[config.mk]
export PLATFORM = sky130hd
export DESIGN_NAME = fp8_operand_loader
export DESIGN_NICKNAME = d
export VERILOG_FILES = /design/src/rtl/fp8_pkg.sv /design/src/rtl/fp8_unpack.sv /design/src/rtl/fp8_operand_loader.sv
export SDC_FILE = /design/constraint.sdc
export NUM_CORES = 1
export LEC_CHECK = 0
export BUFFER_PORTS_ARGS = -buffer_cell sky130_fd_sc_hd__buf_2
export CAP_MARGIN = 20
export CORE_ASPECT_RATIO = 0.8
export CORE_MARGIN = 2
export CORE_UTILIZATION = 35
export CTS_BUF_LIST = sky130_fd_sc_hd__clkbuf_16
export DETAILED_ROUTE_END_ITERATION = 12
export PLACE_DENSITY = 0.63
export SLEW_MARGIN = 40
export SYNTH_ARGS = -nofsm -noshare
export SYNTH_HDL_FRONTEND = slang
export SYNTH_SLANG_ARGS = --single-unit
[constraint.sdc]
create_clock -name clk -period 1.4 [get_ports clk]
set_input_delay 0.14 -clock clk [delete_from_list [all_inputs] [get_ports clk]]
set_output_delay 0.14 -clock clk [all_outputs]
set_load 0.02 [all_outputs]
[src/rtl/fp8_pkg.sv]
// Shared types and constants for the FP8 (E4M3) operand loader.
// Build option: FP8_LOADER_FTZ_EN flushes subnormal operands to zero.
package fp8_pkg;
  localparam int FP8_EXP_W = 4;
  localparam int FP8_MAN_W = 3;
  localparam int FP8_BIAS  = 7;

  typedef enum logic [1:0] {
    CLS_ZERO = 2'b00,
    CLS_SUB  = 2'b01,
    CLS_NORM = 2'b10,
    CLS_NAN  = 2'b11
  } cls_t;

  typedef enum logic [1:0] {
    ST_EMPTY,
    ST_GOT_A,
    ST_PAIR,
    ST_PAIR_GOT_A
  } ld_state_t;
endpackage

[src/rtl/fp8_unpack.sv]
// Combinational unpack/classify of one E4M3 byte into sign, effective exponent, significand.
// Build option: FP8_LOADER_FTZ_EN turns subnormals into signed zeros.
module fp8_unpack import fp8_pkg::*; #(
  parameter int EXP_W = FP8_EXP_W,
  parameter int MAN_W = FP8_MAN_W
) (
  input  logic [EXP_W+MAN_W:0] i_byte,
  output logic                 o_sign,
  output logic [EXP_W-1:0]     o_exp,
  output logic [MAN_W:0]       o_sig,
  output logic [1:0]           o_cls
);
  logic [EXP_W-1:0] w_exp;
  logic [MAN_W-1:0] w_man;

  assign w_exp  = i_byte[MAN_W +: EXP_W];
  assign w_man  = i_byte[MAN_W-1:0];
  assign o_sign = i_byte[EXP_W+MAN_W];

  always_comb begin
    o_cls = CLS_NORM;
    o_exp = w_exp;
    o_sig = {1'b1, w_man};
    if (w_exp == '0) begin
      if (w_man == '0) begin
        o_cls = CLS_ZERO;
        o_exp = '0;
        o_sig = '0;
      end else begin
`ifdef FP8_LOADER_FTZ_EN
        o_cls = CLS_ZERO;
        o_exp = '0;
        o_sig = '0;
`else
        // Subnormals share the exponent of the smallest normal; hidden bit is 0.
        o_cls = CLS_SUB;
        o_exp = EXP_W'(1);
        o_sig = {1'b0, w_man};
`endif
      end
    end else if ((&w_exp) && (&w_man)) begin
      o_cls = CLS_NAN;
    end
  end
endmodule

[src/rtl/fp8_operand_loader.sv]
// Pairs incoming operand bytes (A then B), unpacks them and holds the pair for the multiplier.
// Build option: FP8_LOADER_FTZ_EN (handled in fp8_unpack).
module fp8_operand_loader import fp8_pkg::*; #(
  parameter int EXP_W = FP8_EXP_W,
  parameter int MAN_W = FP8_MAN_W
) (
  input  logic             clk,
  input  logic             rst,
  input  logic [7:0]       in_data,
  input  logic             in_valid,
  output logic             in_ready,
  input  logic             in_flush,
  output logic             out_valid,
  input  logic             out_ready,
  output logic             out_a_sign,
  output logic             out_b_sign,
  output logic [EXP_W-1:0] out_a_exp,
  output logic [EXP_W-1:0] out_b_exp,
  output logic [MAN_W:0]   out_a_sig,
  output logic [MAN_W:0]   out_b_sig,
  output logic [1:0]       out_a_cls,
  output logic [1:0]       out_b_cls,
  output logic             out_nan_any,
  output logic [7:0]       pair_cnt
);
  if (EXP_W + MAN_W != 7) begin : g_bad_width
    $error("fp8_operand_loader: EXP_W+MAN_W must equal 7");
  end

  ld_state_t        r_state, w_nxt;
  logic [7:0]       r_a;
  logic             r_a_sign, r_b_sign, r_nan_any;
  logic [EXP_W-1:0] r_a_exp, r_b_exp;
  logic [MAN_W:0]   r_a_sig, r_b_sig;
  logic [1:0]       r_a_cls, r_b_cls;
  logic [7:0]       r_pair_cnt;

  logic             w_acc, w_hs, w_ld_a, w_ld_pair;
  logic             w_a_sign, w_b_sign;
  logic [EXP_W-1:0] w_a_exp, w_b_exp;
  logic [MAN_W:0]   w_a_sig, w_b_sig;
  logic [1:0]       w_a_cls, w_b_cls;

  fp8_unpack #(.EXP_W(EXP_W), .MAN_W(MAN_W)) u_unp_a (
    .i_byte(r_a), .o_sign(w_a_sign), .o_exp(w_a_exp), .o_sig(w_a_sig), .o_cls(w_a_cls));
  fp8_unpack #(.EXP_W(EXP_W), .MAN_W(MAN_W)) u_unp_b (
    .i_byte(in_data), .o_sign(w_b_sign), .o_exp(w_b_exp), .o_sig(w_b_sig), .o_cls(w_b_cls));

  // in_ready depends only on state and inputs other than out_ready.
  assign in_ready  = !rst && !in_flush && (r_state != ST_PAIR_GOT_A);
  assign out_valid = (r_state == ST_PAIR) || (r_state == ST_PAIR_GOT_A);
  assign w_acc     = in_valid && in_ready;
  assign w_hs      = out_valid && out_ready;
  assign w_ld_a    = w_acc && ((r_state == ST_EMPTY) || (r_state == ST_PAIR));
  assign w_ld_pair = w_acc && (r_state == ST_GOT_A);

  always_comb begin
    w_nxt = r_state;
    case (r_state)
      ST_EMPTY: if (w_acc) w_nxt = ST_GOT_A;
      ST_GOT_A: begin
        if (in_flush)   w_nxt = ST_EMPTY;
        else if (w_acc) w_nxt = ST_PAIR;
      end
      ST_PAIR: begin
        if (w_hs && w_acc) w_nxt = ST_GOT_A;
        else if (w_hs)     w_nxt = ST_EMPTY;
        else if (w_acc)    w_nxt = ST_PAIR_GOT_A;
      end
      ST_PAIR_GOT_A: begin
        if (in_flush) w_nxt = w_hs ? ST_EMPTY : ST_PAIR;
        else if (w_hs) w_nxt = ST_GOT_A;
      end
      default: w_nxt = ST_EMPTY;
    endcase
  end

  always_ff @(posedge clk) begin
    if (rst) begin
      r_state    <= ST_EMPTY;
      r_a        <= '0;
      r_a_sign   <= 1'b0;
      r_a_exp    <= '0;
      r_a_sig    <= '0;
      r_a_cls    <= CLS_ZERO;
      r_b_sign   <= 1'b0;
      r_b_exp    <= '0;
      r_b_sig    <= '0;
      r_b_cls    <= CLS_ZERO;
      r_nan_any  <= 1'b0;
      r_pair_cnt <= '0;
    end else begin
      r_state <= w_nxt;
      if (w_ld_a) r_a <= in_data;
      if (w_ld_pair) begin
        r_a_sign  <= w_a_sign;
        r_a_exp   <= w_a_exp;
        r_a_sig   <= w_a_sig;
        r_a_cls   <= w_a_cls;
        r_b_sign  <= w_b_sign;
        r_b_exp   <= w_b_exp;
        r_b_sig   <= w_b_sig;
        r_b_cls   <= w_b_cls;
        r_nan_any <= (w_a_cls == CLS_NAN) || (w_b_cls == CLS_NAN);
      end
      if (w_hs) r_pair_cnt <= r_pair_cnt + 8'd1;
    end
  end

  assign out_a_sign  = r_a_sign;
  assign out_a_exp   = r_a_exp;
  assign out_a_sig   = r_a_sig;
  assign out_a_cls   = r_a_cls;
  assign out_b_sign  = r_b_sign;
  assign out_b_exp   = r_b_exp;
  assign out_b_sig   = r_b_sig;
  assign out_b_cls   = r_b_cls;
  assign out_nan_any = r_nan_any;
  assign pair_cnt    = r_pair_cnt;
endmodule

==> results.py <==
metrics = {
    "worst_setup_path": {
        "arrival_ns": 1.52,
        "critPathLaunchType": "register",
        "crit_fanout": 4,
        "crit_end": "pair_cnt[4]$_SDFFE_PP0P_",
        "timing.rr.end": "pair_cnt[4]$_SDFFE_PP0P_",
        "r2r_start": "pair_cnt[0]$_SDFFE_PP0P_",
        "reg2reg_depth": 4,
        "worstSetupPathType": "register to register",
        "critPathCaptureType": "register",
        "crit_start": "pair_cnt[0]$_SDFFE_PP0P_",
        "required_ns": 1.57,
        "r2r_slack_ns": 0.05,
    },
    "logic_synthesis": {
        "synth-compound-area-share_pct": 21.0,
        "synth-simple-area-share_pct": 22.6,
        "synth_area_sq_mm": 0.00163,
        "async_flop_share_pct": 0,
        "netlist.area_leader.share_pct": 48.0,
        "synth_seq_cells": 39,
        "seq_area_frac_synth_pct": 48.0,
        "yosys.area_share.adder_pct": 0.769,
        "synthMuxAreaShare_pct": 0.692,
        "synthXorXnorAreaFrac_pct": 1.08,
        "synth_cell_types": 36,
        "syn_avg_cell_area_sq_um": 8.48,
        "syn-num-nets": 206,
        "synthTopCellsByCount": "dfxtp_1, a21oi_1, nand2_1",
        "syn_inst": 192,
        "yosysMostFrequentCell": "dfxtp_1",
        "synth_top_flop_cell": "dfxtp_1",
        "yosysTopAreaCell": "dfxtp_1",
        "synth_edf_count": 0,
        "synth_area_leaders": "dfxtp_1, a21oi_1, nand3_1",
        "synth_warnings": 0,
        "synth_top_family_by_area": "simple AND/OR/NAND/NOR gates",
    },
    "routing": {
        "vias": 1548,
        "drc": 0,
        "ant_nets": 0,
        "drt_wl_total_um": 4160,
        "drt_iter0_drc": 61,
        "wire_per_inst_um": 13.9,
        "dr.pass1.iters": 4,
        "vias_per_cell": 5.16,
    },
    "clock_network": {
        "clkLatencyLatePin_ns": 0.29,
        "hold_buffers": 0,
        "htree_levels": 2,
        "numCtsBuffers": 5,
        "cts_tree": "yes",
        "clock-sinks": 39,
        "postCtsSetupBuffers": 0,
        "cts_root_buf": "clkbuf_16",
        "clkTransAtPathRegs_ns": 0.06,
        "clk_path_buf_depth": 2,
    },
    "floorplan": {
        "die_w_um": 80.2,
        "initial_core_util_pct": 35.8,
        "chipHeight_um": 65,
        "core-area_sq_mm": 0.00454,
        "design.portCount": 46,
        "dieArea_sq_mm": 0.00522,
        "row_count": 22,
    },
    "final_layout": {
        "syn2layout_area_growth_pct": 28.4,
        "fin_area_sq_mm": 0.00209,
        "nNetsFinal": 253,
        "antennaDiodeCount": 0,
        "num-fill-cells": 481,
        "multi_input_comb_area_sq_um": 771,
        "ff_latch_area_sq_um": 782,
        "stdcell_count": 300,
        "drive_above_1_share_pct": 31.3,
        "utilization_pct": 46.0,
    },
    "global_routing": {
        "grtUsageTotal_pct": 17.5,
        "grt_pass1_wl_um": 6820,
        "overflow": 0,
        "grt_max_degree": 31,
        "antenna_found_initial": 0,
        "grt_pass1_vias": 1434,
    },
    "sta": {
        "timing_hold_violations_final": 0,
        "tns_ns": 0,
        "fin_crit_sh_pct": 96.2,
        "setup_ws_ns": 0.0538,
        "tightest_slew_ns": 0.361,
        "holdWs_ns": 0.105,
        "min_period_ns": 1.35,
        "rsz0062_at_grt": "yes",
        "fin_skew_ns": 0.00398,
        "slew_headroom_pct": 75.7,
        "max_freq_ghz": 0.743,
        "slew_violations": 0,
        "setup_viol": 0,
    },
    "place": {
        "dpl_cell_area_sq_mm": 0.00193,
        "dp_hpwl_um": 2910,
        "io_buffers": 45,
        "place_ws_ns": 0.0376,
        "place_congestion": 0.807,
        "place_inst": 292,
    },
    "hold_path": {
        "hold_class": "input port to register",
    },
    "run": {
        "maxCapViolations": 0,
    },
    "status": {
        "status": "finished clean",
    },
    "pwr": {
        "power_density_mw_per_mm2": 1150,
        "vdd.ir_drop.worst_v": 0.000695,
        "leakage_nw": 0.856,
        "power.total_mw": 2.40,
    },
}
-- per-layer routing --
metal  global-route usage (%)  up-vias  wire length (um)
met5                        0        -                 0
met4                     8.90        0                82
met3                     4.74        8               215
met2                     23.6       45              1670
met1                     25.1      707              2190
li1                         -      788                 -
-- cell usage in the layout, fill, tap and decap left out, drive strengths merged --
cell type,Yosys,final
nand2,19,19
nand3b,1,1
o211a,1,1
and3b,1,1
a211oi,4,4
clkinv,0,3
nand4,5,5
xnor2,1,1
inv,4,4
and3,1,1
o21ai,16,16
xor2,1,1
or3,2,2
dfxtp,39,39
nor4b,1,1
and4bb,1,1
ha,1,1
nor2,10,10
nor2b,1,1
a21oi,33,33
buf,10,56
o31ai,4,4
mux2,1,1
and4,1,1
nor3,1,1
nand3,18,18
or2,1,1
or4,2,2
nor4,2,2
clkbuf,6,5
a311oi,3,3
or4b,1,1
-- layout make-up --
| cell class | instances | share of cell area, % |
|---|---|---|
| clock inverter | 3 | 0.718 |
| clock buffer | 5 | 5.98 |
| multi-input combinational | 133 | 36.9 |
| inverter | 4 | 0.718 |
| tap | 60 | 3.59 |
| sequential | 39 | 37.4 |
| timing repair buffer | 56 | 14.7 |
-- timing repair --
action,4_1_cts,5_1_grt
resized for setup,0,5
endpoints found under the hold margin,0,0
endpoints found under the setup margin,0,22
-- worst max-delay path, cell delays in order, from the launching register on --
cell and delay (ns):
dfxtp_1 0.36, ha_1 0.23, and3_2 0.23, nand3_1 0.09
mux2_2 0.33
-- sequential cells by signal, indices dropped and copies added, names as in the netlist --
register     cells
r_a              8
out_b_exp        4
out_nan_any      1
out_a_sign       1
out_b_sig        4
out_a_sig        4
out_a_cls        1
out_b_cls        1
r_state          2
out_b_sign       1
out_a_exp        4
pair_cnt         8
-- worst min-delay path by stage --
stage               start                   to  slack (ns)  depth (start not counted)
2_1_floorplan  in_data[7]  r_a[7]$_SDFFE_PP0P_        0.28                          2
3_3_place_gp   in_data[7]  r_a[7]$_SDFFE_PP0P_        0.40                          3
3_5_place_dp   in_data[7]  r_a[7]$_SDFFE_PP0P_        0.41                          3
4_1_cts        in_data[7]  r_a[7]$_SDFFE_PP0P_        0.11                          3
5_1_grt        in_data[7]  r_a[7]$_SDFFE_PP0P_        0.13                          3
6_report       in_data[7]  r_a[7]$_SDFFE_PP0P_        0.10                          3
-- kinds of logic (layout without fill, tap and decap cells) --
logic type,Yosys count,in the layout
compound gates,61,61
xor+xnor,2,2
fa+ha+maj,1,1
buf+inv,20,68
flops,39,39
mux,1,1
simple gates,68,68
-- power by group --
| part | total (mW) | internal (mW) | switching [mW] |
|---|---|---|---|
| Combinational | 0.165 | 0.0591 | 0.106 |
| Clock | 1.09 | 0.649 | 0.441 |
| Sequential | 1.14 | 1.13 | 0.0151 |
No activity file was read; power rests on OpenSTA's default activity.
